<file path="src/rtl/cpu_pkg.sv">
// Shared CPU definitions: datapath widths, fetch state encoding and the
// opcode bit that marks two-byte instructions (also used by the CU decoder).
package cpu_pkg;

    localparam int            CPU_ADDR_W      = 8;
    localparam int            CPU_DATA_W      = 8;
    localparam int            CPU_OPERAND_BIT = 7;
    localparam logic [7:0]    CPU_RESET_PC    = 8'h00;

    typedef enum logic [1:0] {
        ST_IDLE      = 2'd0,
        ST_FETCH_OP  = 2'd1,
        ST_FETCH_OPR = 2'd2,
        ST_HOLD      = 2'd3
    } fetch_state_e;

    function automatic logic is_fetch_state(fetch_state_e s);
        return (s == ST_FETCH_OP) || (s == ST_FETCH_OPR);
    endfunction

endpackage

</file>
<file path="src/rtl/fu_pc.sv">
// Program counter register: synchronous load has priority over increment,
// arithmetic wraps modulo 2^ADDR_W.
module fu_pc #(
    parameter int                ADDR_W   = 8,
    parameter logic [ADDR_W-1:0] RESET_PC = '0
) (
    input  logic              fu_clk,
    input  logic              fu_rst_n,
    input  logic              load,
    input  logic [ADDR_W-1:0] load_val,
    input  logic              inc,
    output logic [ADDR_W-1:0] pc
);

    logic [ADDR_W-1:0] pc_q;

    // NOTE: state registers use non-blocking assignments so every flop samples
    // pre-edge values, independent of process evaluation order.
    always_ff @(posedge fu_clk or negedge fu_rst_n) begin
        if (!fu_rst_n) begin
            pc_q <= RESET_PC;
        end else if (load) begin
            pc_q <= load_val;
        end else if (inc) begin
            pc_q <= pc_q + ADDR_W'(1);
        end
    end

    assign pc = pc_q;

endmodule

</file>
<file path="src/rtl/fetch_unit.sv">
// Instruction fetch stage: reads opcode and optional operand byte from program
// RAM, holds them valid for the CU until acknowledged, and accepts PC loads.
module fetch_unit
    import cpu_pkg::*;
#(
    parameter int                ADDR_W      = CPU_ADDR_W,
    parameter int                DATA_W      = CPU_DATA_W,
    parameter logic [ADDR_W-1:0] RESET_PC    = ADDR_W'(CPU_RESET_PC),
    parameter int                OPERAND_BIT = CPU_OPERAND_BIT
) (
    input  logic              fu_clk,
    input  logic              fu_rst_n,
    output logic [ADDR_W-1:0] mem_addr,
    output logic              mem_rd,
    input  logic [DATA_W-1:0] mem_rdata,
    input  logic              mem_ready,
    input  logic              stall,
    input  logic              pc_load,
    input  logic [ADDR_W-1:0] pc_load_val,
    input  logic              cu_ack,
    output logic [DATA_W-1:0] ir_out,
    output logic [DATA_W-1:0] opr_out,
    output logic              ir_valid,
    output logic [ADDR_W-1:0] pc_out
);

    fetch_state_e      state_q, state_d;
    logic [ADDR_W-1:0] pc;
    logic              pc_ld;
    logic              pc_inc;
    logic              ir_we;
    logic              opr_we;
    logic              opr_clr;
    logic              take;
    logic [DATA_W-1:0] ir_q;
    logic [DATA_W-1:0] opr_q;

    // A RAM completion only counts when a read is actually being requested.
    assign take  = is_fetch_state(state_q) && mem_ready && !stall;
    assign pc_ld = pc_load && (state_q != ST_IDLE);

    always_ff @(posedge fu_clk or negedge fu_rst_n) begin
        if (!fu_rst_n) begin
            state_q <= ST_IDLE;
        end else begin
            state_q <= state_d;
        end
    end

    // NOTE: every signal driven here gets a default first, so no path through
    // the case leaves a value unassigned and no latch is inferred.
    always_comb begin
        state_d = state_q;
        pc_inc  = 1'b0;
        ir_we   = 1'b0;
        opr_we  = 1'b0;
        opr_clr = 1'b0;

        case (state_q)
            ST_IDLE: begin
                state_d = ST_FETCH_OP;
            end
            ST_FETCH_OP: begin
                if (take) begin
                    ir_we   = 1'b1;
                    opr_clr = 1'b1;
                    pc_inc  = 1'b1;
                    state_d = mem_rdata[OPERAND_BIT] ? ST_FETCH_OPR : ST_HOLD;
                end
            end
            ST_FETCH_OPR: begin
                if (take) begin
                    opr_we  = 1'b1;
                    pc_inc  = 1'b1;
                    state_d = ST_HOLD;
                end
            end
            ST_HOLD: begin
                if (cu_ack) begin
                    state_d = ST_FETCH_OP;
                end
            end
            default: begin
                state_d = ST_IDLE;
            end
        endcase

        // A jump flushes whatever this cycle would otherwise have committed.
        if (pc_ld) begin
            state_d = ST_FETCH_OP;
            pc_inc  = 1'b0;
            ir_we   = 1'b0;
            opr_we  = 1'b0;
            opr_clr = 1'b0;
        end
    end

    always_ff @(posedge fu_clk or negedge fu_rst_n) begin
        if (!fu_rst_n) begin
            ir_q  <= '0;
            opr_q <= '0;
        end else begin
            if (ir_we) begin
                ir_q <= mem_rdata;
            end
            if (opr_clr) begin
                opr_q <= '0;
            end else if (opr_we) begin
                opr_q <= mem_rdata;
            end
        end
    end

    fu_pc #(
        .ADDR_W   (ADDR_W),
        .RESET_PC (RESET_PC)
    ) u_pc (
        .fu_clk   (fu_clk),
        .fu_rst_n (fu_rst_n),
        .load     (pc_ld),
        .load_val (pc_load_val),
        .inc      (pc_inc),
        .pc       (pc)
    );

    assign mem_addr = pc;
    assign pc_out   = pc;
    assign mem_rd   = is_fetch_state(state_q) && !stall;
    assign ir_valid = (state_q == ST_HOLD);
    assign ir_out   = ir_q;
    assign opr_out  = opr_q;

endmodule

</file>
<file path="config.mk">
export PLATFORM = sky130hd
export DESIGN_NAME = fetch_unit
export DESIGN_NICKNAME = d
export VERILOG_FILES = /design/src/rtl/cpu_pkg.sv /design/src/rtl/fu_pc.sv /design/src/rtl/fetch_unit.sv
export SDC_FILE = /design/constraint.sdc
export NUM_CORES = 1
export LEC_CHECK = 0
export ABC_CLOCK_PERIOD_IN_PS = 2800
export CORE_UTILIZATION = 46
export CTS_CLUSTER_DIAMETER = 80
export DETAILED_ROUTE_END_ITERATION = 10
export PLACE_DENSITY_LB_ADDON = 0.3
export SYNTH_ARGS = -nofsm -noshare
export SYNTH_HDL_FRONTEND = slang
export SYNTH_SLANG_ARGS = --single-unit
</file>
<file path="constraint.sdc">
create_clock -name fu_clk -period 2.8 [get_ports fu_clk]
set_input_delay 0.84 -clock fu_clk [delete_from_list [all_inputs] [get_ports fu_clk]]
set_output_delay 0.84 -clock fu_clk [all_outputs]
set_load 0.02 [all_outputs]
</file>
==> reports/metrics.yaml <==
status:
  status: "finished with violations"
  violations: "DRC"
drt:
  post_drt_wl_per_cell_um: 15.4
  drtIter0Drc: 45
  first_pass_iters: 10
  drc: 2
  ant_nets: 0
  viasPerCell: 5.78
  via_count: 1288
  wl_um: 3440
worst_setup_path:
  setup.worst_path.end: "mem_rd"
  end_kind: "output pin"
  critPathKind: "in -> out"
  reg2reg_depth: 6
  cp_slowest_cell: "clkdlybuf4s50_1"
  critPathMaxFanout: 2
  slowest_delay_ps: 430
  r2r_slack_ps: 830
  cp_cell_sequence: "clkdlybuf4s50_1 > nor2b_1 > dlygate4sd2_1"
  worstPathRequired_ps: 1960
  crit_arrival_ps: 1700
  timing.rr.end: "opr_out[2]"
  r2r_start: "state_q[0]"
  start_kind: "primary input"
  startpoint: "stall"
logic_synthesis:
  synthTopCellsByArea: "dfrtp_1, mux2_2, nand2_1"
  ys.warnings.count: 0
  synth_area_per_cell_um2: 9.98
  ys_seq_elements: 26
  synth_top_area_share_pct: 45.6
  yosys_most_used_dff: "dfrtp_1"
  synthCells: 143
  synth.most_common_cell: "dfrtp_1"
  ys_types: 32
  synth_fp_nets: 170
  yosys.area.top_type: "dfrtp_1"
  synth-async-reset-ratio_pct: 100
  synthTopCellsByCount: "dfrtp_1, nand2_1, o21ai_0"
  syn-cell-area_um2: 1430
  synth_edf_count: 0
  yosysSeqAreaShare_pct: 45.6
sta:
  fmax_ghz: 0.394
  hold_slack_ps: 521
  finalSetupViolCount: 0
  hold_violations: 0
  tightestPinTransition_ps: 664
  finClkSkew_ps: 1.02
  fin_crit_sh_pct: 90.7
  relSlewSlack_pct: 55.6
  rsz0062_at_grt: "no"
  drv_slew: 0
  period_needed_ps: 2540
floorplan:
  coreArea_um2: 2850
  initial_core_util_pct: 50.0
  rows: 19
  fp.dieH_um: 57.7
  fp.dieW_um: 57.7
  dieArea_um2: 3330
  ioPinCount: 56
global_routing:
  grt_pass1_wl_um: 5750
  antenna_found_initial: 0
  grt_max_degree: 27
  grt.total_usage_pct: 22.1
  grt-ovfl-total: 0
  grt_pass1_vias: 1287
clock_network:
  htree_num_levels: 1
  clkTransAtPathRegs_ps: 140
  clock_latency_ps: 310
  cts_tree: "done"
  post_cts_buffers: 0
  clockRootBuffer: "clkbuf_4"
  cts_made_buffers: 3
  clock_sinks: 26
  cts.path.max_buffers: 2
  postCtsHoldBufs: 0
finish:
  nNetsFinal: 220
  nFillCells: 239
  num_antenna_cells: 0
  drive_gt1_share_pct: 10.9
  syn_to_final_growth_pct: 39.6
pwr:
  ir_drop_uv: 600
  p_int_mw: 1.23
  leakagePower_nw: 0.792
  pwr_density_cell_nw_per_um2: 1090
  p_sw_share_pct: 43.1
  pwr-share-comb_pct: 59.2
  p_sw_mw: 0.933
  clock_power_share_pct: 8.8
  p_seq_share_pct: 32.0
  fin_total_pwr_mw: 2.16
placement:
  port_buffers: 55
  dp_hpwl_um: 2530
  gp_congestion: 0.743
min_path:
  hold_class: "reg -> reg"
flow_run:
  maxCapViolations: 0
==> worst min path at each step <==
stage / start / to / slack, ps / cells after the start
final: ir_out[7] / ir_out[7] / 520 / 1
after global routing: ir_out[1] / ir_out[1] / 550 / 1
after CTS: ir_out[7] / ir_out[7] / 520 / 1
after detailed placement: ir_out[7] / ir_out[7] / 490 / 1
after global placement: ir_out[1] / ir_out[1] / 490 / 1
after floorplan: fu_rst_n / ir_out[0] / 540 / 0
==> layout make-up <==
class	instances	area, µm²	area share, %
inverter	2	7.51	0.377
tap	31	38.8	1.95
timing repair buffer	60	587	29.4
multi-input combinational	100	673	33.8
clock buffer	4	36.3	1.82
sequential	26	651	32.6
==> cells by family after synthesis <==
family | Yosys count | synth area share [%]
mux | 9 | 7.01
compound gates | 32 | 14.5
xor+xnor | 2 | 1.23
flops | 26 | 45.6
simple gates | 52 | 20.1
buf+inv | 17 | 7.27
fa+ha+maj | 5 | 4.38
==> sequential cells by signal (all words and copies together), names as in the netlist <==
signal and count:
ir_out 8, opr_out 8, u_pc.pc 8, state_q 2
==> power groups by stage <==
stage	clock network [mW]	logic [mW]	registers (mW)
2_1_floorplan	0	0.597	0.862
3_3_place_gp	0	1.25	0.685
3_5_place_dp	0	1.29	0.698
4_1_cts	0.193	1.29	0.691
5_1_grt	0.208	1.38	0.717
6_report	0.190	1.28	0.693
==> worst max-delay path, delay by kind of cell <==
family / cells / cell delay [ps]
buffers and inverters: 2 / 760
AND/OR/NAND/NOR: 1 / 100
==> placed cells by master, fill, tap and decap left out, types with 4 or more instances in the layout <==
cell type and instances:
a31oi_1 7, o21ai_0 14, buf_4 5, o311ai_1 5, dfrtp_1 26, ha_1 5
nand2_1 22, mux2_2 8, or3_1 4, clkdlybuf4s50_1 54, nor2_1 8
==> through the flow <==
stage / util [%] / cells / worst slack, ps / instance area (µm²) / TNS (ps)
after global routing: 69.9 / 223 / 220 / 1990 / 0
after floorplan: - / 143 / 796 / 1430 / 0
after global placement: 68.6 / 219 / -6.26 / 1960 / -6.26
after detailed placement: 68.6 / 219 / -15.0 / 1960 / -15.0
final: 69.9 / 223 / 261 / 1990 / 0
after CTS: 69.9 / 223 / 256 / 1990 / 0
==> what timing repair did <==
action,in CTS,in global routing
endpoints found under the hold margin,0,0
gates resized for setup,1,0
setup endpoints to repair,1,0
==> per-layer routing <==
metal	share of wire [%]	vias up	GRT usage, %	routed length, µm
met4	1.0	0	6.12	36
met5	0	-	0	0
li1	-	605	-	-
met2	51	59	38.7	1750
met1	42	620	28.7	1440
met3	6.1	4	3.35	209
(Power assumes the default switching activity.)
